<file path="config.mk">
export PLATFORM = sky130hd
export DESIGN_NAME = ps2_kbd_tx_flat
export DESIGN_NICKNAME = d
export VERILOG_FILES = /design/src/rtl/ps2_kbd_tx_pkg.sv /design/src/rtl/ps2_kbd_tx_if.sv /design/src/rtl/ps2_frame_ser.sv /design/src/rtl/ps2_kbd_tx.sv /design/src/flat_wrapper.sv
export SDC_FILE = /design/constraint.sdc
export NUM_CORES = 1
export LEC_CHECK = 0
export ABC_AREA = 1
export ABC_CLOCK_PERIOD_IN_PS = 1700
export CAP_MARGIN = 10
export CORE_ASPECT_RATIO = 0.5
export CORE_MARGIN = 4
export CORE_UTILIZATION = 25
export DETAILED_ROUTE_END_ITERATION = 7
export PLACE_DENSITY = 0.48
export SLEW_MARGIN = 40
export SYNTH_ARGS = -nofsm -noshare
export SYNTH_HDL_FRONTEND = slang
export SYNTH_HIERARCHICAL = 1
export SYNTH_SLANG_ARGS = --single-unit
</file>
<file path="constraint.sdc">
create_clock -name clk -period 1.7 [get_ports clk]
set_input_delay 0.255 -clock clk [delete_from_list [all_inputs] [get_ports clk]]
set_output_delay 0.255 -clock clk [all_outputs]
set_load 0.03 [all_outputs]
</file>
<file path="src/rtl/ps2_kbd_tx_pkg.sv">
// ps2_pkg: PS/2 keyboard transmitter constants, one-hot FSM states, helpers.
// No ports; imported by ps2_frame_ser and ps2_kbd_tx.
package ps2_pkg;

  localparam logic [7:0] PS2_BRK_CODE = 8'hF0;
  localparam logic [7:0] PS2_EXT_CODE = 8'hE0;

  typedef enum logic [4:0] {
    S_IDLE       = 5'b00001,
    S_PREFIX_EXT = 5'b00010,
    S_PREFIX_BRK = 5'b00100,
    S_CODE       = 5'b01000,
    S_GAP        = 5'b10000
  } state_t;

  // Width for a counter that runs 0..n-1; at least one bit.
  function automatic int cnt_w(input int n);
    return ($clog2(n) < 1) ? 1 : $clog2(n);
  endfunction

  // Wire-order frame, bit 0 first: start, data LSB first, odd parity, stop.
  function automatic logic [10:0] frame_of(input logic [7:0] b);
    return {1'b1, ~^b, b, 1'b0};
  endfunction

endpackage

</file>
<file path="src/rtl/ps2_kbd_tx_if.sv">
// Key-event valid/ready handshake between the key source and ps2_kbd_tx.
// Signals: key_valid, key_ready, key_code[7:0], key_release, key_ext.
interface ps2_kbd_tx_if;
  logic       key_valid;
  logic       key_ready;
  logic [7:0] key_code;
  logic       key_release;
  logic       key_ext;

  modport master (
    output key_valid, key_code, key_release, key_ext,
    input  key_ready
  );

  modport slave (
    input  key_valid, key_code, key_release, key_ext,
    output key_ready
  );
endinterface

</file>
<file path="src/rtl/ps2_frame_ser.sv">
// ps2_frame_ser: sends one 11-bit PS/2 frame per i_start pulse.
// Ports: clk, rst (async, active-low), i_start, i_byte -> o_done, o_ps2_clk, o_ps2_data.
module ps2_frame_ser
  import ps2_pkg::*;
#(
  parameter int CLK_DIV = 50
) (
  input  logic       clk,
  input  logic       rst,
  input  logic       i_start,
  input  logic [7:0] i_byte,
  output logic       o_done,
  output logic       o_ps2_clk,
  output logic       o_ps2_data
);

  localparam int DW = cnt_w(CLK_DIV);

  logic [DW-1:0] r_div;
  logic [3:0]    r_bit;
  logic [10:0]   r_frame;
  logic          r_busy;
  logic          r_low;
  logic          r_clk;
  logic          r_data;

  logic w_div_end;
  logic w_last;

  assign w_div_end = (r_div == DW'(CLK_DIV - 1));
  assign w_last    = (r_bit == 4'd10);

  // Asserted in the final low-phase cycle of the stop bit.
  assign o_done = r_busy & r_low & w_div_end & w_last;

  assign o_ps2_clk  = r_clk;
  assign o_ps2_data = r_data;

  always_ff @(posedge clk or negedge rst) begin
    if (!rst) begin
      r_div   <= '0;
      r_bit   <= '0;
      r_frame <= '1;
      r_busy  <= 1'b0;
      r_low   <= 1'b0;
      r_clk   <= 1'b1;
      r_data  <= 1'b1;
    end else if (i_start) begin
      r_frame <= frame_of(i_byte);
      r_div   <= '0;
      r_bit   <= '0;
      r_busy  <= 1'b1;
      r_low   <= 1'b0;
      r_clk   <= 1'b1;
      r_data  <= 1'b0;
    end else if (r_busy) begin
      if (!w_div_end) begin
        r_div <= r_div + DW'(1);
      end else begin
        r_div <= '0;
        if (!r_low) begin
          r_low <= 1'b1;
          r_clk <= 1'b0;
        end else begin
          r_low <= 1'b0;
          r_clk <= 1'b1;
          // Data moves only together with the rising clock edge.
          if (w_last) begin
            r_busy <= 1'b0;
            r_bit  <= '0;
            r_data <= 1'b1;
          end else begin
            r_bit   <= r_bit + 4'd1;
            r_frame <= {1'b1, r_frame[10:1]};
            r_data  <= r_frame[1];
          end
        end
      end
    end
  end

endmodule

</file>
<file path="src/rtl/ps2_kbd_tx.sv">
// ps2_kbd_tx: turns key events into PS/2 make/break byte sequences.
// Ports: clk, rst (async, active-low), kbd (slave), ps2_clk, ps2_data, busy.
// Macro PS2_TX_EXT_EN: key_ext adds the E0 prefix.
module ps2_kbd_tx
  import ps2_pkg::*;
#(
  parameter int CLK_DIV = 50,
  parameter int GAP_CYC = 100
) (
  input  logic         clk,
  input  logic         rst,
  ps2_kbd_tx_if.slave  kbd,
  output logic         ps2_clk,
  output logic         ps2_data,
  output logic         busy
);

  localparam int GW = cnt_w(GAP_CYC);

  state_t        r_state;
  state_t        w_next;
  state_t        r_sent;
  logic [7:0]    r_code;
  logic          r_brk;
  logic [GW-1:0] r_gap;

  logic       w_start;
  logic [7:0] w_byte;
  logic       w_done;
  logic       w_gap_end;
  logic       w_ext_in;

`ifdef PS2_TX_EXT_EN
  assign w_ext_in = kbd.key_ext;
`else
  assign w_ext_in = 1'b0;
`endif

  assign kbd.key_ready = (r_state == S_IDLE);
  assign busy          = ~kbd.key_ready;
  assign w_gap_end     = (r_gap == GW'(GAP_CYC - 1));

  always_comb begin
    w_next  = r_state;
    w_start = 1'b0;
    w_byte  = r_code;
    unique case (r_state)
      S_IDLE: begin
        if (kbd.key_valid) begin
          w_start = 1'b1;
          if (w_ext_in) begin
            w_next = S_PREFIX_EXT;
            w_byte = PS2_EXT_CODE;
          end else if (kbd.key_release) begin
            w_next = S_PREFIX_BRK;
            w_byte = PS2_BRK_CODE;
          end else begin
            w_next = S_CODE;
            w_byte = kbd.key_code;
          end
        end
      end
      S_PREFIX_EXT, S_PREFIX_BRK, S_CODE: begin
        if (w_done) w_next = S_GAP;
      end
      S_GAP: begin
        // r_sent names the byte that preceded this gap.
        if (w_gap_end) begin
          unique case (1'b1)
            (r_sent == S_CODE): begin
              w_next = S_IDLE;
            end
            (r_sent == S_PREFIX_EXT) && r_brk: begin
              w_next  = S_PREFIX_BRK;
              w_start = 1'b1;
              w_byte  = PS2_BRK_CODE;
            end
            default: begin
              w_next  = S_CODE;
              w_start = 1'b1;
              w_byte  = r_code;
            end
          endcase
        end
      end
      default: w_next = S_IDLE;
    endcase
  end

  always_ff @(posedge clk or negedge rst) begin
    if (!rst) begin
      r_state <= S_IDLE;
      r_sent  <= S_IDLE;
      r_code  <= '0;
      r_brk   <= 1'b0;
      r_gap   <= '0;
    end else begin
      r_state <= w_next;
      if (r_state != S_GAP) r_sent <= r_state;
      if (r_state == S_IDLE && kbd.key_valid) begin
        r_code <= kbd.key_code;
        r_brk  <= kbd.key_release;
      end
      if (r_state == S_GAP && !w_gap_end) r_gap <= r_gap + GW'(1);
      else                                r_gap <= '0;
    end
  end

  ps2_frame_ser #(
    .CLK_DIV (CLK_DIV)
  ) u_ser (
    .clk        (clk),
    .rst        (rst),
    .i_start    (w_start),
    .i_byte     (w_byte),
    .o_done     (w_done),
    .o_ps2_clk  (ps2_clk),
    .o_ps2_data (ps2_data)
  );

endmodule

</file>
<file path="src/flat_wrapper.sv">
// flat-port wrapper written by rule: the top's interface ports become plain ports
module ps2_kbd_tx_flat import ps2_pkg::*;
#(
  parameter int CLK_DIV = 50,
  parameter int GAP_CYC = 100
)
  (clk, rst, ps2_clk, ps2_data, busy, kbd_key_valid, kbd_key_code, kbd_key_release, kbd_key_ext, kbd_key_ready);
  ps2_kbd_tx_if kbd_i ();
  input  logic clk;
  input  logic rst;
  output logic ps2_clk;
  output logic ps2_data;
  output logic busy;
  input wire logic [$bits(kbd_i.key_valid)-1:0] kbd_key_valid;
  input wire logic [$bits(kbd_i.key_code)-1:0] kbd_key_code;
  input wire logic [$bits(kbd_i.key_release)-1:0] kbd_key_release;
  input wire logic [$bits(kbd_i.key_ext)-1:0] kbd_key_ext;
  output wire logic [$bits(kbd_i.key_ready)-1:0] kbd_key_ready;
  assign kbd_i.key_valid = kbd_key_valid;
  assign kbd_i.key_code = kbd_key_code;
  assign kbd_i.key_release = kbd_key_release;
  assign kbd_i.key_ext = kbd_key_ext;
  assign kbd_key_ready = kbd_i.key_ready;
  ps2_kbd_tx #(.CLK_DIV(CLK_DIV), .GAP_CYC(GAP_CYC)) u_core (.clk(clk), .rst(rst), .kbd(kbd_i), .ps2_clk(ps2_clk), .ps2_data(ps2_data), .busy(busy));
endmodule
</file>
; ---- Yosys cells after proc, flatten, opt, wreduce, memory -nomap -nowiden
; Index checks and enable logic that the tools add are counted.
[word_totals]
register_bits = 51
out_inout_bits = 4
[op_classes]
n_eq_ne = 15
mux = 47
addsub = 3
n_reduce_logical = 13
n_bitwise = 4
[ops]
columns = op, count
row1 = $mux W11, 5
row2 = $mux W8, 4
row3 = $mux W4, 6
row4 = $mux W1, 21
row5 = $mux W6, 3
row6 = $pmux W8 S2, 1
row7 = $mux W5, 3
row8 = $pmux W5 S3, 1
row9 = $eq A5 B2 Y1 const B, 2
row10 = $eq A5 B4 Y1 const B, 2
row11 = $pmux W4 S2, 1
row12 = $reduce_xnor A8 Y1, 1
row13 = $add A7 B1 Y7 const B, 1
row14 = $eq A7 B7 Y1 const B, 1
row15 = $mux W7, 1
row16 = $add A6 B1 Y6 const B, 1
row17 = $eq A6 B6 Y1 const B, 1
row18 = $ne A2 B2 Y1 const B, 3
row19 = $reduce_and A3 Y1, 2
row20 = $reduce_bool A2 Y1, 3
row21 = $eq A5 B1 Y1 const B, 1
row22 = $eq A5 B3 Y1 const B, 1
row23 = $eq A5 B5 Y1 const B, 1
row24 = $ne A5 B5 Y1 const B, 1
row25 = other kinds (11), 15

; ---- Logic depth before layout (Yosys ltp)
; Gate-level depths: netlist of the first run.
[depth]
depth_word = 7
ltp_mapped = 16

; ---- By module
; The synthesis of the first run kept the hierarchy.
[by_module_without_submodules]
columns = module, instances, area_per_inst_um2, seq_area_each_um2, cells_each
row1 = ps2_frame_ser, 1, 1356.3, 589.3, 173
row2 = ps2_kbd_tx, 1, 1208.7, 578.1, 140

; ---- Worst setup path after synthesis of the first run
; Ideal clock, no wire load.
[synth_timing]
path_type = register to register
startpoint = register u_core.r_state[0]
endpoint = register u_core.u_ser.r_frame[9]
setup_time_ns = 0.077
required_ns = 1.623
slack_ns = -0.155
t_arrival_ns = 1.778
path_stages_with_launch = 17
synth_period_minus_slack_ns = 1.855
cell_sequence = dfstp_2 > inv_2 > nor2_4 > nand2_4 > nor2_8 > buf_8 > nand2_2 > o211ai_1 > inv_1 > nand2_1 > nand2_1 > nand2_1 > nand2_1 > nand2_1 > nand2_1 > nor2_1 > nor2_1
[synth_via]
elab_chain_len = 4
word_cells_on_any_way = 11
classes_between = eq/ne (3) / mux (3) / reduce/logical (5)
[synth_lines]
columns = item, line_no
row1 = start: declaration, ps2_kbd_tx.sv:20  ; state_t r_state;
row2 = start signal: assignment, ps2_kbd_tx.sv:98  ; r_state <= w_next;
row3 = $eq A5 B5 Y1 / $eq A5 B1 Y1 (equally long branches), ps2_kbd_tx.sv:47  ; unique case (r_state)
row4 = $pmux W8 S2 (*), ps2_kbd_tx.sv:47
row5 = net u_core.w_byte[6], ps2_kbd_tx.sv:28  ; logic [7:0] w_byte;
row6 = $reduce_xnor A8 Y1 (*), ps2_kbd_tx_pkg.sv:23  ; return {1'b1, ~^b, b, 1'b0};
row7 = $mux W11 (*), ps2_frame_ser.sv:48  ; end else if (i_start) begin
row8 = end signal: assignment, ps2_frame_ser.sv:49  ; r_frame <= frame_of(i_byte);
row9 = end signal: assignment, ps2_frame_ser.sv:74  ; r_frame <= {1'b1, r_frame[10:1]};
row10 = end: declaration, ps2_frame_ser.sv:21  ; logic [10:0] r_frame;
; Mark *: on every way through the listed nets, which the timed path passes. The rest lies on a longest branch.
; A chain may end at the register's enable or synchronous reset.

; ---- Final worst setup path of the first run
[layout_timing]
startpoint = register u_core.r_state[0]
endpoint = register u_core.u_ser.r_bit[1]
[layout_via]
elab_chain_len = 4
word_cells_on_any_way = 8
classes_between = eq/ne (2) / mux (2) / reduce/logical (4)
[layout_lines]
columns = item, line_no
row1 = $eq A5 B5 Y1 / $eq A5 B1 Y1 (equally long branches), ps2_kbd_tx.sv:47
row2 = $pmux W1 S2 (*), ps2_kbd_tx.sv:47
row3 = net u_core.w_start, ps2_kbd_tx.sv:27  ; logic w_start;
row4 = $reduce_bool A2 Y1 (no source line), --
row5 = $reduce_and A3 Y1 (no source line), --
row6 = end signal: assignment, ps2_frame_ser.sv:73  ; r_bit <= r_bit + 4'd1;
row7 = end: declaration, ps2_frame_ser.sv:20  ; logic [3:0] r_bit;
; Marks and branches as above.

==> results.py, run 1 <==
metrics = {
    "run_status": {
        "status": "finished, violations left",
        "violations": "negative setup slack",
    },
    "layout": {
        "syn_to_final_growth_pct": 43.3,
        "register_area_um2": 1170,
        "drive_above_1_share_pct": 37.5,
        "fin_cells": 522,
        "final_common_cell": "nand2_1",
        "multi_input_area_um2": 1370,
        "fin_nets": 404,
        "final_util_pct": 37.8,
        "diodes": 0,
        "mostFrequentLayoutCells": "74 x nand2_1, 43 x buf_4, 39 x inv_1",
        "nFillCells": 997,
    },
    "critical_path": {
        "cp-startpoint": "u_core/r_state[0]$_DFFE_PN1P_",
        "arrival_ns": 2.13,
        "crit_fanout": 6,
        "r2r_cells": 12,
        "cp.required_ns": 1.88,
        "critPathCapture": "u_core/u_ser/r_bit[1]$_DFFE_PN0P_",
        "cp-start-kind": "flip-flop",
        "r2r_start": "u_core/r_state[0]$_DFFE_PN1P_",
        "rr_endpoint": "u_core/u_ser/r_bit[1]$_DFFE_PN0P_",
        "endpoint_kind": "flip-flop",
        "critPathKind": "reg2reg",
        "r2r_slack_ns": -0.25,
    },
    "floorplan": {
        "die_x_um": 151,
        "core_um2": 9730,
        "die_y_um": 79.6,
        "start_util_pct": 26.4,
        "rows": 25,
        "die_area_um2": 12000,
        "ios": 17,
    },
    "yosys": {
        "synth-main-ff-cell": "dfrtp_1",
        "synth-seq-cells": 46,
        "synth.avg_cell_area_um2": 8.19,
        "netlist_area_um2": 2560,
        "syn-num-nets": 331,
        "synth_edf_count": 0,
        "syn_inst": 313,
        "yosys.cell_types.count": 34,
        "ys_async_sr_fraction_pct": 100,
        "yosys_warnings": 6,
        "seq_area_frac_synth_pct": 45.5,
    },
    "drt": {
        "num_vias": 2184,
        "drc": 0,
        "dr.pass1.iters": 4,
        "wl_mm": 5.60,
        "viasPerCell": 4.18,
        "drt-initial-drc-count": 102,
        "drt.antenna.violating_nets": 0,
        "wl_per_cell_um": 10.7,
    },
    "timing": {
        "relSlewSlack_pct": 78.0,
        "setup_viol": 25,
        "worst_pin_slew_ns": 0.329,
        "maxSlewViolCount": 0,
        "layout_min_cycle_time_ns": 1.95,
        "layout_setup_ws_ns": -0.252,
        "fin_tns_setup_ns": -4.72,
        "finalCritPeriodShare_pct": 115,
        "max_freq_mhz": 512,
        "rsz0062_at_grt": "true",
        "finalHoldViolations": 0,
        "skew_ns": 0.00557,
    },
    "global_route": {
        "grt_usage_pct": 10.7,
        "grt-ovfl-total": 0,
        "grt_pass1_vias": 2256,
        "antenna_found_initial": 0,
        "grt_max_degree": 47,
        "grt_pass1_wl_mm": 10.4,
    },
    "placement": {
        "dp.cells": 501,
        "place_congestion": 0.761,
        "place_hpwl_mm": 3.77,
        "numPortBuffers": 15,
    },
    "power": {
        "powerDensity_nw_per_um2": 1700,
        "max-vdd-ir-drop_v": 0.000599,
        "p_leak_nw": 1.71,
    },
    "cts": {
        "clockBufferDepth": 2,
        "clk-insertion-delay-late_ns": 0.29,
        "cts_buffers": 5,
        "h-tree-depth": 2,
        "clkTransAtPathRegs_ns": 0.07,
        "numClockSinks": 46,
        "cts-root-buf": "clkbuf_16",
        "cts_tree": "done",
    },
    "flow_run": {
        "maxCapViolCount": 0,
    },
    "hold_path": {
        "min-delay-path-class": "reg2reg",
    },
}
==> worst max-delay path, stage by stage (launching register included) <==
cell,delay (ns)
dfstp_2,0.54
inv_2,0.05
nor2_4,0.11
nand2_4,0.10
buf_4,0.15
buf_4,0.12
o22ai_2,0.16
buf_6,0.17
inv_8,0.06
nand2_8,0.10
clkinvlp_4,0.16
nand2_1,0.09
nand2_1,0.05
==> timing repair <==
action | 4_1_cts | 5_1_grt
setup endpoints to repair | 26 | 29
pin swaps | 7 | 4
hold endpoints to repair | 33 | 0
hold buffers | 1 | 0
cloned | 4 | 0
setup buffers | 6 | 3
gates resized for setup | 60 | 14
==> final cells by class <==
cell class,count,share of cell area [%]
multi-input combinational,219,37.2
sequential,46,31.8
timing repair buffer,70,17.8
inverter,44,4.80
tap,135,4.59
clock buffer,6,3.51
clock inverter,2,0.272
==> worst min-delay path by stage <==
stage,start,end,cells past startpoint
6_report,u_core/r_sent[0]$_DFFE_PN1N_,u_core/r_sent[0]$_DFFE_PN1N_,2
5_1_grt,u_core/u_ser/o_ps2_clk$_DFFE_PN1P_,u_core/u_ser/o_ps2_clk$_DFFE_PN1P_,2
4_1_cts,u_core/r_sent[0]$_DFFE_PN1N_,u_core/r_sent[0]$_DFFE_PN1N_,2
3_5_place_dp,rst,u_core/r_code[4]$_DFFE_PN0P_,2
3_3_place_gp,rst,u_core/r_code[4]$_DFFE_PN0P_,2
2_1_floorplan,rst,u_core/r_code[0]$_DFFE_PN0P_,0
==> state kept, by name, indices dropped and copies added (netlist names) <==
name and flops:
u_core/u_ser/r_frame 9, u_core/u_ser/r_low 1, u_core/r_gap 7, u_core/u_ser/o_ps2_data 1, u_core/r_code 8, u_core/r_sent 4, u_core/u_ser/o_ps2_clk 1, u_core/u_ser/r_busy 1
u_core/r_state 4, u_core/u_ser/r_div 6, u_core/u_ser/r_bit 4
==> kinds of logic (layout without fill, tap and decap cells) <==
group                    Yosys count  after routing  synth area share, %
AND/OR/NAND/NOR                  158            160                 30.0
buffers and inverters             50            122                 8.68
adder cells (fa/ha/maj)            5              5                 2.44
flip-flops                        46             46                 45.5
XOR/XNOR                           5              5                 1.71
AO/OA/AOI/OAI                     49             49                 11.7
==> Yosys cell counts, types with 2 or more instances <==
master    number  area share (%)
a21oi_1        5            0.98
buf_6          3             1.3
dfrtp_1       33              32
dfstp_2       13              13
ha_1           5             2.4
inv_1         43             6.3
nand2_1       79              12
nand2_2       11             2.7
nand2_4        3             1.3
nand3_1       14             2.7
nand4_1        2            0.49
nor2_1        33             4.8
nor2_4         4             1.8
nor3_1         2            0.39
nor3_2         2            0.78
o211ai_1       4             1.2
o21ai_0       23             4.5
o21ai_2        9             3.1
o22ai_1        7             1.7
xnor2_1        4             1.4
==> power by group <==
group          internal (mW)  switching (mW)  total, mW
clock                  0.541           0.427      0.968
sequential              1.57           0.249       1.82
combinational           1.66            1.81       3.46
==> stage by stage <==
step	area, um2	setup slack, ns	hold slack, ns	power, mW
3_3_place_gp	3160	-0.343	0.262	4.55
5_1_grt	3680	-0.441	0.481	6.81
2_1_floorplan	2570	-0.155	-0.0406	3.65
6_report	3680	-0.252	0.465	6.25
4_1_cts	3630	-0.222	0.464	6.18
3_5_place_dp	3160	-0.375	0.263	4.57
==> metal layers <==
metal  track usage, %  routed length (um)  share of wire (%)
met5                0                   0                  0
met4             3.07                  77                1.4
met3             2.78                 115                2.1
met2             17.0                2420                 43
met1             14.3                2980                 53
Note: power is estimated with default switching activity, not from simulation.
==> run 2: changes to the inputs <==
Settings changed: CELL_PAD_IN_SITES_DETAIL_PLACEMENT set to 0, CELL_PAD_IN_SITES_GLOBAL_PLACEMENT set to 1, DONT_BUFFER_PORTS set to 1, PLACE_DENSITY 0.48 to 0.55.
==> run 2 against run 1 <==
  * The run still ends with negative setup slack left
  * First-iteration DRC count is 3.9% higher
  * Hold slack worse by 0.37 ns
  * Clock-buffer cell count is 1 higher
  * Sequential share of layout area is 1.5 points higher
  * Via count is 2.2% lower
  * Clock skew hardly changed
  * Largest power group unchanged
  * Routed wire length is 4.1% lower
  * Final area is 4.4% lower
  * Flip-flop and latch count stayed put
  * Maximum frequency is 1.7% lower
  * Critical path type unchanged
==> results.py, run 2 (synthesis gave the netlist of run 1 again) <==
metrics = {
    "global_route": {
        "use_met1_pct": 12.4,
        "grtUsageMet3_pct": 2.33,
        "grt_usage_pct": 9.76,
        "grt_busiest_layer": "met2",
        "grt_pass1_wl_mm": 9.55,
        "grt-ovfl-total": 0,
        "antenna_found_initial": 0,
        "gr-usage-met2_pct": 16.2,
        "grt_pass1_vias": 2154,
        "grt_max_degree": 47,
    },
    "timing": {
        "layout_min_cycle_time_ns": 1.99,
        "hold_slack_ns": 0.0969,
        "finalCritPeriodShare_pct": 117,
        "worst_pin_slew_ns": 0.315,
        "relSlewSlack_pct": 78.9,
        "skew_ns": 0.00532,
        "layout_setup_ws_ns": -0.286,
        "finalHoldViolations": 0,
        "rsz0062_at_grt": "true",
        "max_freq_mhz": 504,
        "setup_viol": 25,
        "maxSlewViolCount": 0,
    },
    "drt": {
        "dr.pass1.iters": 4,
        "wl_per_cell_um": 10.6,
        "drc": 0,
        "drt.antenna.violating_nets": 0,
        "viasPerCell": 4.23,
        "wl_mm": 5.37,
        "drt-initial-drc-count": 106,
        "num_vias": 2135,
    },
    "power": {
        "total_power_mw": 6.16,
        "powerDensity_nw_per_um2": 1750,
        "p_leak_nw": 1.65,
        "max-vdd-ir-drop_v": 0.000709,
    },
    "hold_path": {
        "min-delay-path-class": "in2reg",
    },
    "layout": {
        "largest_reg_flops": 9,
        "syn_to_final_growth_pct": 37.0,
        "diodes": 0,
        "nFillCells": 1018,
        "final_common_cell": "nand2_1",
        "drive_above_1_share_pct": 37.8,
        "final_design_area_no_fill_um2": 3510,
        "top_regs": "u_core/u_ser/r_frame: 9 flops, u_core/r_code: 8 flops, u_core/r_gap: 7 flops",
        "mostFrequentLayoutCells": "72 x nand2_1, 44 x buf_4, 38 x inv_1",
        "fin_nets": 387,
        "final_util_pct": 36.1,
        "top_register": "u_core/u_ser/r_frame",
    },
    "floorplan": {
        "start_util_pct": 26.4,
        "ios": 17,
        "rows": 25,
        "die_y_um": 79.6,
        "core_um2": 9730,
        "die_x_um": 151,
        "die_area_um2": 12000,
    },
    "critical_path": {
        "critPathKind": "reg2reg",
        "cp-start-kind": "flip-flop",
        "cp.required_ns": 1.93,
        "endpoint_kind": "flip-flop",
        "crit_fanout": 8,
        "arrival_ns": 2.21,
    },
    "cts": {
        "numClockSinks": 46,
        "clockBufferDepth": 2,
        "cts-root-buf": "clkbuf_16",
        "clkTransAtPathRegs_ns": 0.06,
        "clk-insertion-delay-late_ns": 0.29,
        "h-tree-depth": 2,
        "cts_tree": "done",
        "cts_buffers": 5,
    },
    "placement": {
        "place_hpwl_mm": 3.82,
        "numPortBuffers": 0,
        "place_area_um2": 3000,
        "place_congestion": 0.766,
        "place_worst_setup_slack_ns": -0.238,
    },
    "run_status": {
        "status": "finished, violations left",
        "violations": "negative setup slack",
    },
    "flow_run": {
        "maxCapViolCount": 0,
    },
}
## run 2: cell count changes in the layout (fill, tap and decap cells not counted), sizes merged
cell | previous run | this run
buf | 57 | 52
clkinv | 2 | 1
dlygate4sd2 | 2 | 0
clkdlybuf4s50 | 10 | 0
nor2 | 40 | 39
clkbuf | 6 | 8
## run 2: area by class of cell
type                            count  area [um2]  area share (%)
Clock buffer                        7         143            4.06
Clock inverter                      1        5.00           0.142
Inverter                           44         171            4.88
Multi-Input combinational cell    218        1360            38.6
Sequential cell                    46        1170            33.3
Tap cell                          135         169            4.81
Timing Repair Buffer               54         502            14.3
## run 2: through the flow
stage                     TNS, ns  std cells
after detailed placement    -3.41        483
after global placement      -3.13        483
after global routing        -6.69        505
after CTS                   -1.87        496
after floorplan            -0.881        313
final                       -4.67        505
## run 2: layer usage
layer,vias up,wire [um]
li1,1118,-
met1,999,2600
met2,13,2600
met3,5,121
met4,0,58
met5,-,0
## run 2: path summary, 6_finish.rpt
check | from | to | slack (ns) | depth (start not counted)
setup / recovery | u_core/r_state[0]$_DFFE_PN1P_ | u_core/u_ser/r_frame[9]$_DFFE_PN1P_ | -0.29 | 15
hold / removal | kbd_key_code[4] | u_core/r_code[4]$_DFFE_PN0P_ | 0.1 | 2
setup reg to reg | u_core/r_state[0]$_DFFE_PN1P_ | u_core/u_ser/r_frame[9]$_DFFE_PN1P_ | -0.29 | 15
hold reg to reg | u_core/u_ser/r_frame[3]$_DFFE_PN1P_ | u_core/u_ser/r_frame[3]$_DFFE_PN1P_ | 0.47 | 2
max in group asynchronous | rst | u_core/u_ser/r_frame[3]$_DFFE_PN1P_ | 0.95 | 2
min in group asynchronous | rst | u_core/u_ser/r_bit[1]$_DFFE_PN0P_ | 0.49 | 2
## run 2: critical path, cell delays in order (launching register included)
cell and delay, ns:
dfstp_2 0.53, inv_2 0.05, nor2_4 0.11, nand2_4 0.08
nor2_8 0.17, buf_12 0.15, nand2_4 0.04, o211ai_1 0.14
buf_4 0.17, xnor2_1 0.11, nand2_1 0.06, nand2_1 0.08
nand2_1 0.05, nand2_1 0.05, nor2_1 0.04, nor2_1 0.08
## run 2: what timing repair did
item	4_1_cts	5_1_grt
cloned	0	2
hold buffers	2	0
setup buffers	3	7
pin swaps	7	7
resized for setup	25	34
endpoints found under the hold margin	46	0
setup endpoints to repair	24	28
## run 2: power by group
group	total, mW	switching (mW)	internal [mW]
Clock	0.986	0.402	0.583
Sequential	1.86	0.290	1.57
Combinational	3.31	1.71	1.59
